### config.mk
export PLATFORM = sky130hd
export DESIGN_NAME = div_seq_param
export DESIGN_NICKNAME = d
export VERILOG_FILES = /design/src/rtl/div_pkg.sv /design/src/rtl/div_step.sv /design/src/rtl/div_seq_param.sv
export SDC_FILE = /design/constraint.sdc
export NUM_CORES = 1
export LEC_CHECK = 0
export CAP_MARGIN = 10
export CORE_ASPECT_RATIO = 2
export CORE_MARGIN = 2
export CORE_UTILIZATION = 56
export CTS_CLUSTER_DIAMETER = 30
export CTS_CLUSTER_SIZE = 12
export DETAILED_ROUTE_END_ITERATION = 16
export GPL_ROUTABILITY_DRIVEN = 0
export PLACE_DENSITY = 0.85
export SYNTH_ARGS = -nofsm -noshare
export SYNTH_HDL_FRONTEND = slang
export SYNTH_SLANG_ARGS = --single-unit
### constraint.sdc
create_clock -name clk -period 3.1 [get_ports clk]
set_input_delay 0.93 -clock clk [delete_from_list [all_inputs] [get_ports clk]]
set_output_delay 0.93 -clock clk [all_outputs]
set_load 0.02 [all_outputs]
### src/rtl/div_pkg.sv
// div_pkg: state encoding and operand helpers shared by the sequential divider.
package div_pkg;

   typedef enum logic [1:0] {
      ST_IDLE,
      ST_CALC,
      ST_FIX,
      ST_DONE
   } div_state_t;

   // Widest operand abs_w can condition; divider instances must not exceed it.
   localparam int unsigned ABS_MAX_W = 64;

   // Magnitude of the low 'width' bits of value (zero-extended by the caller).
   // Signed MIN maps onto itself, which is the correct unsigned magnitude.
   function automatic logic [ABS_MAX_W-1:0] abs_w(
      input logic [ABS_MAX_W-1:0] value,
      input int unsigned          width,
      input logic                 is_signed
   );
      logic [ABS_MAX_W-1:0] sign_bit;
      sign_bit = (value >> (width - 1)) & ABS_MAX_W'(1);
      if (is_signed && (sign_bit != '0)) return '0 - value;
      return value;
   endfunction

endpackage

### src/rtl/div_step.sv
// div_step: one combinational restoring-division iteration.
module div_step #(
   parameter int unsigned WIDTH = 8
) (
   input  logic [WIDTH:0]   rem_in,
   input  logic [WIDTH-1:0] quo_in,
   input  logic [WIDTH-1:0] divisor,
   output logic [WIDTH:0]   rem_out,
   output logic [WIDTH-1:0] quo_out
);

   logic [WIDTH+1:0] rem_shift;
   logic             fits;

   // Shift the next dividend bit into the remainder and subtract when the divisor fits
   always_comb begin
      rem_shift = {rem_in, quo_in[WIDTH-1]};
      fits      = (rem_shift >= (WIDTH+2)'(divisor));
      quo_out   = {quo_in[WIDTH-2:0], fits};
      rem_out   = (WIDTH+1)'(rem_shift);
      if (fits) rem_out = (WIDTH+1)'(rem_shift - (WIDTH+2)'(divisor));
   end

endmodule

### src/rtl/div_seq_param.sv
// div_seq_param: multi-cycle signed/unsigned divider with start/busy handshake,
// divide-by-zero flag and fixed WIDTH+2 cycle latency.
module div_seq_param
   import div_pkg::*;
#(
   parameter int unsigned WIDTH     = 8,
   parameter bit          SIGNED_EN = 1'b1
) (
   input  logic             clk,
   input  logic             rst,
   input  logic             start,
   input  logic             signed_mode,
   input  logic [WIDTH-1:0] A,
   input  logic [WIDTH-1:0] B,
   output logic             busy,
   output logic             out_valid,
   output logic [WIDTH-1:0] Q,
   output logic [WIDTH-1:0] R,
   output logic             div_by_zero
);

   localparam int unsigned CNT_W = $clog2(WIDTH);

   div_state_t       state, state_nxt;
   logic [CNT_W-1:0] cnt;
   logic [WIDTH:0]   rem_q, rem_step;
   logic [WIDTH-1:0] quo_q, quo_step;
   logic [WIDTH-1:0] dvs_q, a_q;
   logic             neg_quo_q, neg_rem_q, dbz_q;
   logic             is_signed, sign_a, sign_b;
   logic [WIDTH-1:0] abs_a, abs_b;

   // Operand conditioning for the request currently on the inputs
   always_comb begin
      is_signed = SIGNED_EN && signed_mode;
      sign_a    = is_signed && A[WIDTH-1];
      sign_b    = is_signed && B[WIDTH-1];
      abs_a     = WIDTH'(abs_w(ABS_MAX_W'(A), WIDTH, is_signed));
      abs_b     = WIDTH'(abs_w(ABS_MAX_W'(B), WIDTH, is_signed));
   end

   div_step #(
      .WIDTH (WIDTH)
   ) u_step (
      .rem_in  (rem_q),
      .quo_in  (quo_q),
      .divisor (dvs_q),
      .rem_out (rem_step),
      .quo_out (quo_step)
   );

   // State register
   always_ff @(posedge clk) begin
      if (rst) state <= ST_IDLE;
      else     state <= state_nxt;
   end

   // Next-state decode and handshake outputs
   always_comb begin
      state_nxt = state;
      busy      = 1'b0;
      out_valid = 1'b0;
      case (state)
         ST_IDLE: if (start) state_nxt = ST_CALC;
         ST_CALC: begin
            busy = 1'b1;
            if (cnt == '0) state_nxt = ST_FIX;
         end
         ST_FIX: begin
            busy      = 1'b1;
            state_nxt = ST_DONE;
         end
         ST_DONE: begin
            out_valid = 1'b1;
            state_nxt = ST_IDLE;
         end
         default: state_nxt = ST_IDLE;
      endcase
   end

   // Operand capture, restoring iterations and sign-corrected result registers
   always_ff @(posedge clk) begin
      if (rst) begin
         cnt         <= '0;
         rem_q       <= '0;
         quo_q       <= '0;
         dvs_q       <= '0;
         a_q         <= '0;
         neg_quo_q   <= 1'b0;
         neg_rem_q   <= 1'b0;
         dbz_q       <= 1'b0;
         Q           <= '0;
         R           <= '0;
         div_by_zero <= 1'b0;
      end else begin
         case (state)
            ST_IDLE: begin
               if (start) begin
                  a_q       <= A;
                  quo_q     <= abs_a;
                  dvs_q     <= abs_b;
                  rem_q     <= '0;
                  neg_quo_q <= sign_a ^ sign_b;
                  neg_rem_q <= sign_a;
                  dbz_q     <= (B == '0);
                  cnt       <= CNT_W'(WIDTH - 1);
               end
            end
            ST_CALC: begin
               rem_q <= rem_step;
               quo_q <= quo_step;
               cnt   <= cnt - CNT_W'(1);
            end
            ST_FIX: begin
               div_by_zero <= dbz_q;
               if (dbz_q) begin
                  Q <= '1;
                  R <= a_q;
               end else begin
                  Q <= neg_quo_q ? ('0 - quo_q) : quo_q;
                  R <= neg_rem_q ? ('0 - rem_q[WIDTH-1:0]) : rem_q[WIDTH-1:0];
               end
            end
            default: ;
         endcase
      end
   end

endmodule

==> reports/qor.json <==
{
  "synth.area.top_cells": "dfxtp_1 (35%), ha_1 (6.7%), nand2_1 (5.9%), a21oi_1 (4.9%), nor2_1 (4.6%)",
  "detail_route.wirelength_um": 8470,
  "first_pass_grt_wire_length_um": 14500,
  "netlist_area_um2": 3350,
  "cts.reportedPaths.clkPinSlew_ps": 50,
  "synth.yosys.seq_area_share_pct": 34.6,
  "die_outline_height_um": 113,
  "first_global_vias": 3238,
  "status": "finished clean",
  "timing_worst_slew_pin_value_ps": 692,
  "grt_start_max_net_pins": 33,
  "rows": 39,
  "hpwl_um": 6190,
  "placeableCoreArea_um2": 5760,
  "post_cts_resized": 0,
  "fin_nets": 497,
  "most-common-layout-cells": "dfxtp_1 (58), nand2_1 (53), nor2_1 (41), clkdlybuf4s50_1 (38), a21oi_1 (33)",
  "cts_tree": "built",
  "route.detailed.drc": 0,
  "worst_case_headroom_to_the_max_slew_limit_pct": 53.8,
  "yosys_warnings": 0,
  "gr-usage-all-layers_pct": 28.4,
  "synthCells": 425,
  "cp-end-kind": "primary output",
  "antenna_violating_nets_post_route": 0,
  "initial_utilization_pct": 58.2,
  "synth-edff-count": 0,
  "period_minus_slack_ps": 2610,
  "antenna_found_initial": 0,
  "post_cts_hold_buffer_count": 0,
  "finalSetupViolCount": 0,
  "clock_skew_ps": 5.35,
  "timing.setup.critical_path_class": "reg2out",
  "yosys_register_bits": 58,
  "final_common_cell": "dfxtp_1",
  "cap_violations": 0,
  "synth_top_cell_area_share_pct": 34.6,
  "setup_tns_ps": 0,
  "syn-num-nets": 464,
  "pwr_density_cell_nw_per_um2": 997,
  "die_area_um2": 6660,
  "hold_viol": 0,
  "cts.root.buffer_cell": "clkbuf_16",
  "depth_of_the_cts_h_tree": 3,
  "fmaxAchievable_ghz": 0.382,
  "syn2layout_area_growth_pct": 21.5,
  "yosys.area.top_type": "dfxtp_1",
  "rsz0062_at_grt": "false",
  "critPathMaxFanout": 4,
  "dp.cells": 508,
  "dr_vias_cell": 6.23,
  "worstPathArrival_ps": 1680,
  "vdd_drop_max_v": 0.000700,
  "crit_required_ps": 2170,
  "cts_sinks": 58,
  "post_route_cells_drive_above_1_share_pct": 6.29,
  "number_of_top_level_pins": 39,
  "min_period_over_period_pct": 84.3,
  "timing.critical_path.from": "state[0]$_SDFFE_PP0P_",
  "postSynth.asyncResetShare_pct": 0,
  "cts.path.max_buffers": 2,
  "buffer_ports.inserted": 38,
  "cell_variety_after_synth": 53,
  "final_cell_count_no_fill": 522,
  "clkLatencyLatePin_ps": 330,
  "detail_route.first_pass.iterations": 5,
  "timing.hold.worst.start": "a_q[5]$_SDFFE_PP0P_",
  "post-cts-setup-buffers": 0,
  "ant_diodes": 0,
  "cellLeakagePower_nw": 1.53,
  "critPathLaunchType": "flop",
  "globalRoute.totalOverflow": 0,
  "most_used_flip_flop_cell_after_synthesis": "dfxtp_1",
  "detail_route.iter0.violations": 167,
  "worst_min_delay_path_class": "reg2reg",
  "syn_avg_cell_area_um2": 7.89,
  "timing_max_transition_violations_final": 0,
  "wl_per_instance_um": 16.2,
  "fp.dieW_um": 58.7,
  "regToRegStartpoint": "quo_q[7]$_SDFFE_PP0P_",
  "cts_made_buffers": 9,
  "num_vias": 3250
}
through the flow:
stage | hold slack [ps] | total power, mW | worst slack [ps] | util, % | area, µm²
after floorplan | 431 | 2.61 | 699 | - | 3350
after global placement | 444 | 3.01 | 491 | 65.7 | 3780
after detailed placement | 445 | 3.08 | 414 | 65.7 | 3780
after CTS | 452 | 4.07 | 464 | 70.8 | 4070
after global routing | 482 | 4.37 | 360 | 70.8 | 4070
final | 454 | 4.06 | 485 | 70.8 | 4070
flip-flops by register name, summed over array words and instances, names as in the netlist:
register / flops
Q: 8
R: 8
a_q: 8
cnt: 3
dbz_q: 1
div_by_zero: 1
dvs_q: 8
neg_quo_q: 1
neg_rem_q: 1
quo_q: 8
rem_q: 9
state: 2
final timing paths:
| kind | slack [ps] | endpoint | cells after the start |
|---|---|---|---|
| setup / recovery | 490 | busy | 3 |
| hold reg to reg | 450 | a_q[5]$_SDFFE_PP0P_ | 2 |
| setup reg to reg | 500 | rem_q[2]$_SDFFE_PP0P_ | 9 |
| hold / removal | 450 | a_q[5]$_SDFFE_PP0P_ | 2 |
power by group:
part / internal [mW] / total [mW] / switching [mW]
Clock: 0.651 / 0.967 / 0.316
Sequential: 0.945 / 1.15 / 0.207
Combinational: 0.830 / 1.94 / 1.11
Total: 2.43 / 4.06 / 1.63
metal layers:
layer / part of all wire [%] / vias up / routed length (µm) / GRT usage [%]
li1: - / 1576 / - / -
met5: 0 / - / 0 / 0
met3: 3.0 / 35 / 257 / 4.42
met1: 36 / 1555 / 3040 / 28.3
met2: 57 / 84 / 4790 / 52.9
met4: 4.4 / 0 / 375 / 16.1
worst max-delay path, stage by stage, from the launching register on:
cell and delay [ps]:
dfxtp_1 370, inv_1 80, ha_1 300, clkdlybuf4s50_1 600
synth_stat cells, types with 3 or more instances:
cell type	number
a31oi_1	3
o31ai_1	5
mux2i_1	7
a31o_2	4
xor2_1	5
or3_1	10
nand2_1	53
a211oi_1	7
xnor2_1	16
a21oi_1	33
nand2b_1	7
and2_1	3
nand3_1	6
o21a_1	4
nor3_1	8
a2111oi_0	3
nor2_1	41
o211ai_1	13
dfxtp_1	58
ha_1	18
o22ai_1	4
a311oi_1	5
o21ai_0	22
a221oi_1	3
inv_1	28
clkbuf_1	20
area by class of cell:
class,count,area (µm²)
multi-input cells,316,1990
clock inverters,3,40.0
inverters,28,105
flip-flops and latches,58,1160
well taps,61,76.3
repair buffers,45,445
fillers,455,1680
clock buffers,11,253
logic make-up after synthesis:
family          count (synthesis)  synth area share [%]
simple gates                  143                  19.5
xor+xnor                       21                  5.48
compound gates                125                  24.7
buf+inv                        51                  5.93
flops                          58                  34.6
mux                             8                  2.43
fa+ha+maj                      19                  7.31
(Power assumes the default switching activity.)
